<file path="src/rtl/pendulum_calib_seq.sv">
// Pendulum calibration sequencer: seek the end-stop, debounce it, settle under servo lock, then pulse zero_pos.
// Optional macro CALIB_AUTOSTART_EN: start one calibration automatically after every reset release.
module pendulum_calib_seq #(
  parameter int unsigned DEBOUNCE_CYCLES = 50000,
  parameter int unsigned SETTLE_CYCLES   = 2500000,
  parameter int unsigned TIMEOUT_CYCLES  = 500000000,
  parameter int unsigned CNT_W           = 32
) (
  input  logic clk,
  input  logic rst_n,
  input  logic start,
  input  logic abort,
  input  logic clear_fault,
  input  logic calib_done,
  output logic calib_start,
  output logic trava_servo,
  output logic zero_pos,
  output logic busy,
  output logic calibrated,
  output logic fault
);

  localparam logic [CNT_W-1:0] DEB_LAST = CNT_W'(DEBOUNCE_CYCLES - 1);
  localparam logic [CNT_W-1:0] SET_LAST = CNT_W'(SETTLE_CYCLES - 1);
  localparam logic [CNT_W-1:0] TMO_LAST = CNT_W'(TIMEOUT_CYCLES - 1);
  localparam logic [CNT_W-1:0] CNT_ONE  = CNT_W'(1);

  typedef enum logic [2:0] {
    S_IDLE, S_SEEK, S_DEB, S_SETTLE, S_DONE, S_FAULT
  } state_e;

  state_e           state_q, state_d;
  logic [CNT_W-1:0] tmo_cnt_q, tmo_cnt_d;
  logic [CNT_W-1:0] deb_cnt_q, deb_cnt_d;
  logic [CNT_W-1:0] set_cnt_q, set_cnt_d;
  logic             cd_meta_q, cd_s_q;
  logic             calib_start_q, calib_start_d;
  logic             trava_servo_q, trava_servo_d;
  logic             zero_pos_q, zero_pos_d;
  logic             busy_q, busy_d;
  logic             calibrated_q, calibrated_d;
  logic             fault_q, fault_d;
  logic             start_eff;
  logic             tmo_hit;

`ifdef CALIB_AUTOSTART_EN
  // Set by reset, cleared on the first running edge: one implicit start per reset.
  logic auto_q, auto_d;
  assign auto_d = 1'b0;
  always_ff @(posedge clk) begin
    if (!rst_n) auto_q <= 1'b1;
    else        auto_q <= auto_d;
  end
  assign start_eff = start | auto_q;
`else
  assign start_eff = start;
`endif

  assign tmo_hit = (tmo_cnt_q == TMO_LAST);

  // State register, counters, synchronizer and registered outputs.
  always_ff @(posedge clk) begin
    if (!rst_n) begin
      state_q       <= S_IDLE;
      tmo_cnt_q     <= '0;
      deb_cnt_q     <= '0;
      set_cnt_q     <= '0;
      cd_meta_q     <= 1'b0;
      cd_s_q        <= 1'b0;
      calib_start_q <= 1'b0;
      trava_servo_q <= 1'b0;
      zero_pos_q    <= 1'b0;
      busy_q        <= 1'b0;
      calibrated_q  <= 1'b0;
      fault_q       <= 1'b0;
    end else begin
      state_q       <= state_d;
      tmo_cnt_q     <= tmo_cnt_d;
      deb_cnt_q     <= deb_cnt_d;
      set_cnt_q     <= set_cnt_d;
      cd_meta_q     <= calib_done;
      cd_s_q        <= cd_meta_q;
      calib_start_q <= calib_start_d;
      trava_servo_q <= trava_servo_d;
      zero_pos_q    <= zero_pos_d;
      busy_q        <= busy_d;
      calibrated_q  <= calibrated_d;
      fault_q       <= fault_d;
    end
  end

  // Next state and counters; abort wins, timeout beats debounce completion.
  always_comb begin
    state_d   = state_q;
    tmo_cnt_d = tmo_cnt_q;
    deb_cnt_d = deb_cnt_q;
    set_cnt_d = set_cnt_q;
    if (abort) begin
      state_d   = S_IDLE;
      tmo_cnt_d = '0;
      deb_cnt_d = '0;
      set_cnt_d = '0;
    end else begin
      unique case (state_q)
        S_IDLE, S_DONE: begin
          if (start_eff) begin
            tmo_cnt_d = '0;
            deb_cnt_d = '0;
            state_d   = cd_s_q ? S_DEB : S_SEEK;
          end
        end
        S_SEEK: begin
          tmo_cnt_d = tmo_cnt_q + CNT_ONE;
          if (tmo_hit) begin
            state_d = S_FAULT;
          end else if (cd_s_q) begin
            state_d   = S_DEB;
            deb_cnt_d = '0;
          end
        end
        S_DEB: begin
          tmo_cnt_d = tmo_cnt_q + CNT_ONE;
          if (tmo_hit) begin
            state_d = S_FAULT;
          end else if (!cd_s_q) begin
            state_d   = S_SEEK;
            deb_cnt_d = '0;
          end else if (deb_cnt_q == DEB_LAST) begin
            state_d   = S_SETTLE;
            set_cnt_d = '0;
          end else begin
            deb_cnt_d = deb_cnt_q + CNT_ONE;
          end
        end
        S_SETTLE: begin
          set_cnt_d = set_cnt_q + CNT_ONE;
          if (set_cnt_q == SET_LAST) state_d = S_DONE;
        end
        S_FAULT: begin
          if (clear_fault) begin
            state_d   = S_IDLE;
            tmo_cnt_d = '0;
            deb_cnt_d = '0;
            set_cnt_d = '0;
          end
        end
        default: state_d = S_IDLE;
      endcase
    end
  end

  // Output decode from the next state; zero_pos marks the SETTLE->DONE edge.
  always_comb begin
    calib_start_d = 1'b0;
    trava_servo_d = 1'b0;
    busy_d        = 1'b0;
    calibrated_d  = 1'b0;
    fault_d       = 1'b0;
    zero_pos_d    = (state_q == S_SETTLE) && (state_d == S_DONE);
    unique case (state_d)
      S_SEEK, S_DEB: begin
        calib_start_d = 1'b1;
        busy_d        = 1'b1;
      end
      S_SETTLE: begin
        trava_servo_d = 1'b1;
        busy_d        = 1'b1;
      end
      S_DONE:  calibrated_d = 1'b1;
      S_FAULT: begin
        trava_servo_d = 1'b1;
        fault_d       = 1'b1;
      end
      default: ;
    endcase
  end

  assign calib_start = calib_start_q;
  assign trava_servo = trava_servo_q;
  assign zero_pos    = zero_pos_q;
  assign busy        = busy_q;
  assign calibrated  = calibrated_q;
  assign fault       = fault_q;

endmodule

</file>
<file path="config.mk">
export PLATFORM = sky130hd
export DESIGN_NAME = pendulum_calib_seq
export DESIGN_NICKNAME = d
export VERILOG_FILES = /design/src/rtl/pendulum_calib_seq.sv
export SDC_FILE = /design/constraint.sdc
export NUM_CORES = 1
export LEC_CHECK = 0
export CORE_ASPECT_RATIO = 0.6
export CORE_MARGIN = 4
export CORE_UTILIZATION = 40
export CTS_CLUSTER_DIAMETER = 100
export DETAILED_ROUTE_END_ITERATION = 7
export PLACE_DENSITY = 0.52
export SLEW_MARGIN = 20
export SYNTH_ARGS = -nofsm -noshare
export SYNTH_HDL_FRONTEND = slang
export SYNTH_SLANG_ARGS = --single-unit
</file>
<file path="constraint.sdc">
create_clock -name clk -period 5 [get_ports clk]
set_input_delay 1 -clock clk [delete_from_list [all_inputs] [get_ports clk]]
set_output_delay 1 -clock clk [all_outputs]
set_load 0.05 [all_outputs]
</file>
==> out/metrics.yaml <==
clock_tree:
  htree_levels: 3
  cts_resized: 0
  cts_tree: "done"
  post_cts_buffers: 0
  cts_buffers: 9
  insertion_delay_ns: 0.35
  cts_buffer_depth: 2
  root_buffer: "clkbuf_16"
  cts_hold_buf: 0
  cts.clk_slew.worst_paths_ns: 0.07
  clock-sinks: 107
synthesis:
  yosysWarnings: 0
  yosysTopAreaCell: "dfxtp_1"
  syn_area_um2: 5340
  synth_seq_cells: 107
  synth_fp_nets: 661
  synth_flop_cell: "dfxtp_1"
  seq_area_frac_synth_pct: 40.1
  synth.area.top_cells: "dfxtp_1 (40%), nor2_1 (8.2%), xnor2_1 (7.7%), xor2_1 (4.6%), nand4_1 (4.2%)"
  async_reset_ff_share_pct: 0
  synth-edff-count: 0
  synth.avg_cell_area_um2: 8.19
  synth_top_cell_area_share_pct: 40.1
  syn_inst: 652
  ys_types: 51
route:
  avgViaCountPerCell: 5.53
  wire_per_inst_um: 15.6
  ant_nets: 0
  vias: 4591
  drt_iter0_drc: 361
  dr.pass1.iters: 5
  drc_errors: 0
  wirelength_um: 13000
timing:
  fin_skew_ns: 0.00697
  clock.fmax_ghz: 0.281
  fin_tns_setup_ns: 0
  tightest_slew_ns: 0.879
  post-route-min-period_ns: 3.56
  slew_viol_final: 0
  hold_viol: 0
  fin_crit_sh_pct: 71.3
  relSlewSlack_pct: 41.4
  rsz0062_at_grt: "no"
  setup_viol: 0
global_routing:
  grt_pass1_wl_um: 21700
  grt_overflow: 0
  use_met1_pct: 28.8
  antenna_found_initial: 0
  grt.total_usage_pct: 17.3
  first_global_vias: 4229
  use_met2_pct: 21.5
  grt_max_degree: 33
  busiest_layer: "met1"
  met3_usage_pct: 4.05
power:
  power_density_nw_per_um2: 272
  ir_worst_vdd_v: 0.000142
  p_leak_nw: 1.72
layout:
  antenna_cells: 0
  fill_cells: 1316
  multiInputGateArea_um2: 3050
  fin_nets: 664
  stdcell_count: 830
  layout-drive-gt1-share_pct: 5.76
  area_growth_pct: 10.4
  regArea_um2: 2140
worst_setup_path:
  cp-end-kind: "flop"
  cp_data_arrival_time_ns: 3.85
  r2r_setup_slack_ns: 1.86
  startpoint: "start"
  r2r-end: "deb_cnt_q[21]"
  crit_path_end: "deb_cnt_q[11]"
  start_kind: "input port"
  crit_type: "in -> reg"
  cp_max_fo: 10
  required_ns: 5.29
  r2r_cells: 8
  rr_startpoint: "tmo_cnt_q[0]"
die:
  rows: 32
  die-width_um: 157
  core-area_um2: 13000
  die_h_um: 97.5
  ioPinCount: 12
  dieArea_um2: 15300
  initial_core_util_pct: 41.2
job:
  cap_violations: 0
place:
  routabilityCongestion: 0.836
  placed_cells: 813
  port_buffers: 11
  hpwl_um: 9300
status:
  status: "finished clean"
min_path:
  worst_hold_path_type: "reg -> reg"
## critical path, cell delays in order
cell and delay (ns):
clkdlybuf4s50_1 0.51, nor3_1 0.06, a21oi_1 0.36, o211ai_1 0.27, nor3_2 0.65, nand2_1 0.34, or4_1 0.56, nand3_1 0.09
## metal layers
| layer | up-vias | part of all wire, % |
|---|---|---|
| met3 | 12 | 4.7 |
| met2 | 97 | 37 |
| met4 | 0 | 0.97 |
| met1 | 2154 | 58 |
| met5 | - | 0 |
| li1 | 2328 | - |
## power by group
part	internal (W)	switching, W
Sequential	0.000854	0.00000280
Combinational	0.0000157	0.0000386
Clock	0.000366	0.000325
## synthesized netlist by cell type, drive strengths merged, types with 2 or more instances
master / count
nor2: 117
dfxtp: 107
nand2: 47
xnor2: 47
nand4: 37
nand3: 36
nor4: 28
xor2: 28
a21oi: 20
clkbuf: 18
nor3: 18
o21ai: 18
and3: 13
inv: 13
or4: 11
nor4b: 10
or3: 10
and4: 8
nor2b: 8
buf: 7
and2: 5
o211ai: 5
or2: 4
ha: 3
nand2b: 3
nand3b: 3
nand4b: 3
nor3b: 3
o31ai: 3
or4b: 3
a21o: 2
a31oi: 2
nor4bb: 2
o21a: 2
## state kept, by name, summed over array words and instances, names as in the netlist, 3 cells and up
register and count:
set_cnt_q 32, deb_cnt_q 32, state_q 3, tmo_cnt_q 32
## how the worst min path moves through the flow
stage	slack [ns]	cells past startpoint	endpoint	from
final	0.45	1	cd_s_q	cd_meta_q
after global routing	0.47	1	cd_s_q	cd_meta_q
after CTS	0.44	1	cd_s_q	cd_meta_q
after detailed placement	0.43	1	cd_s_q	cd_meta_q
after global placement	0.42	1	cd_s_q	cd_meta_q
after floorplan	0.41	1	cd_s_q	cd_meta_q
## logic make-up (layout without fill, tap and decap cells)
kind of cell             Yosys count  in the layout  synth area share (%)
multiplexers                       1              1                 0.187
AO/OA/AOI/OAI                     58             58                  6.47
XOR/XNOR                          75             75                  12.3
AND/OR/NAND/NOR                  370            370                  37.3
adder cells (fa/ha/maj)            3              3                 0.703
buffers and inverters             38             46                  2.95
flip-flops                       107            107                  40.1
## cell type report
type / count / share of cell area (%)
Timing Repair Buffer: 17 / 2.63
Tap cell: 170 / 3.61
Clock buffer: 11 / 4.29
Multi-Input combinational cell: 507 / 51.7
Clock inverter: 5 / 0.637
Sequential cell: 107 / 36.3
Inverter: 13 / 0.828
## through the flow
step	total power, W	util [%]	hold WS [ns]	area (µm²)	setup WS, ns
after CTS	0.00162	45.4	0.444	5890	1.51
after global routing	0.00166	45.4	0.465	5900	1.26
final	0.00160	45.4	0.447	5900	1.44
after floorplan	0.000912	-	0.412	5340	2.22
after global placement	0.000930	43.1	0.422	5600	1.22
after detailed placement	0.000931	43.1	0.427	5600	1.16
## cell usage in the layout, fill, tap and decap left out, drive strengths merged, types with 11 or more instances in the layout
master	n
or4	11
xor2	28
nand4	37
clkdlybuf4s50	11
nor2	117
nand2	47
dfxtp	107
nand3	36
a21oi	20
xnor2	47
and3	13
inv	13
clkbuf	11
o21ai	18
nor3	18
nor4	28
Power figures use the tool's default switching activity.
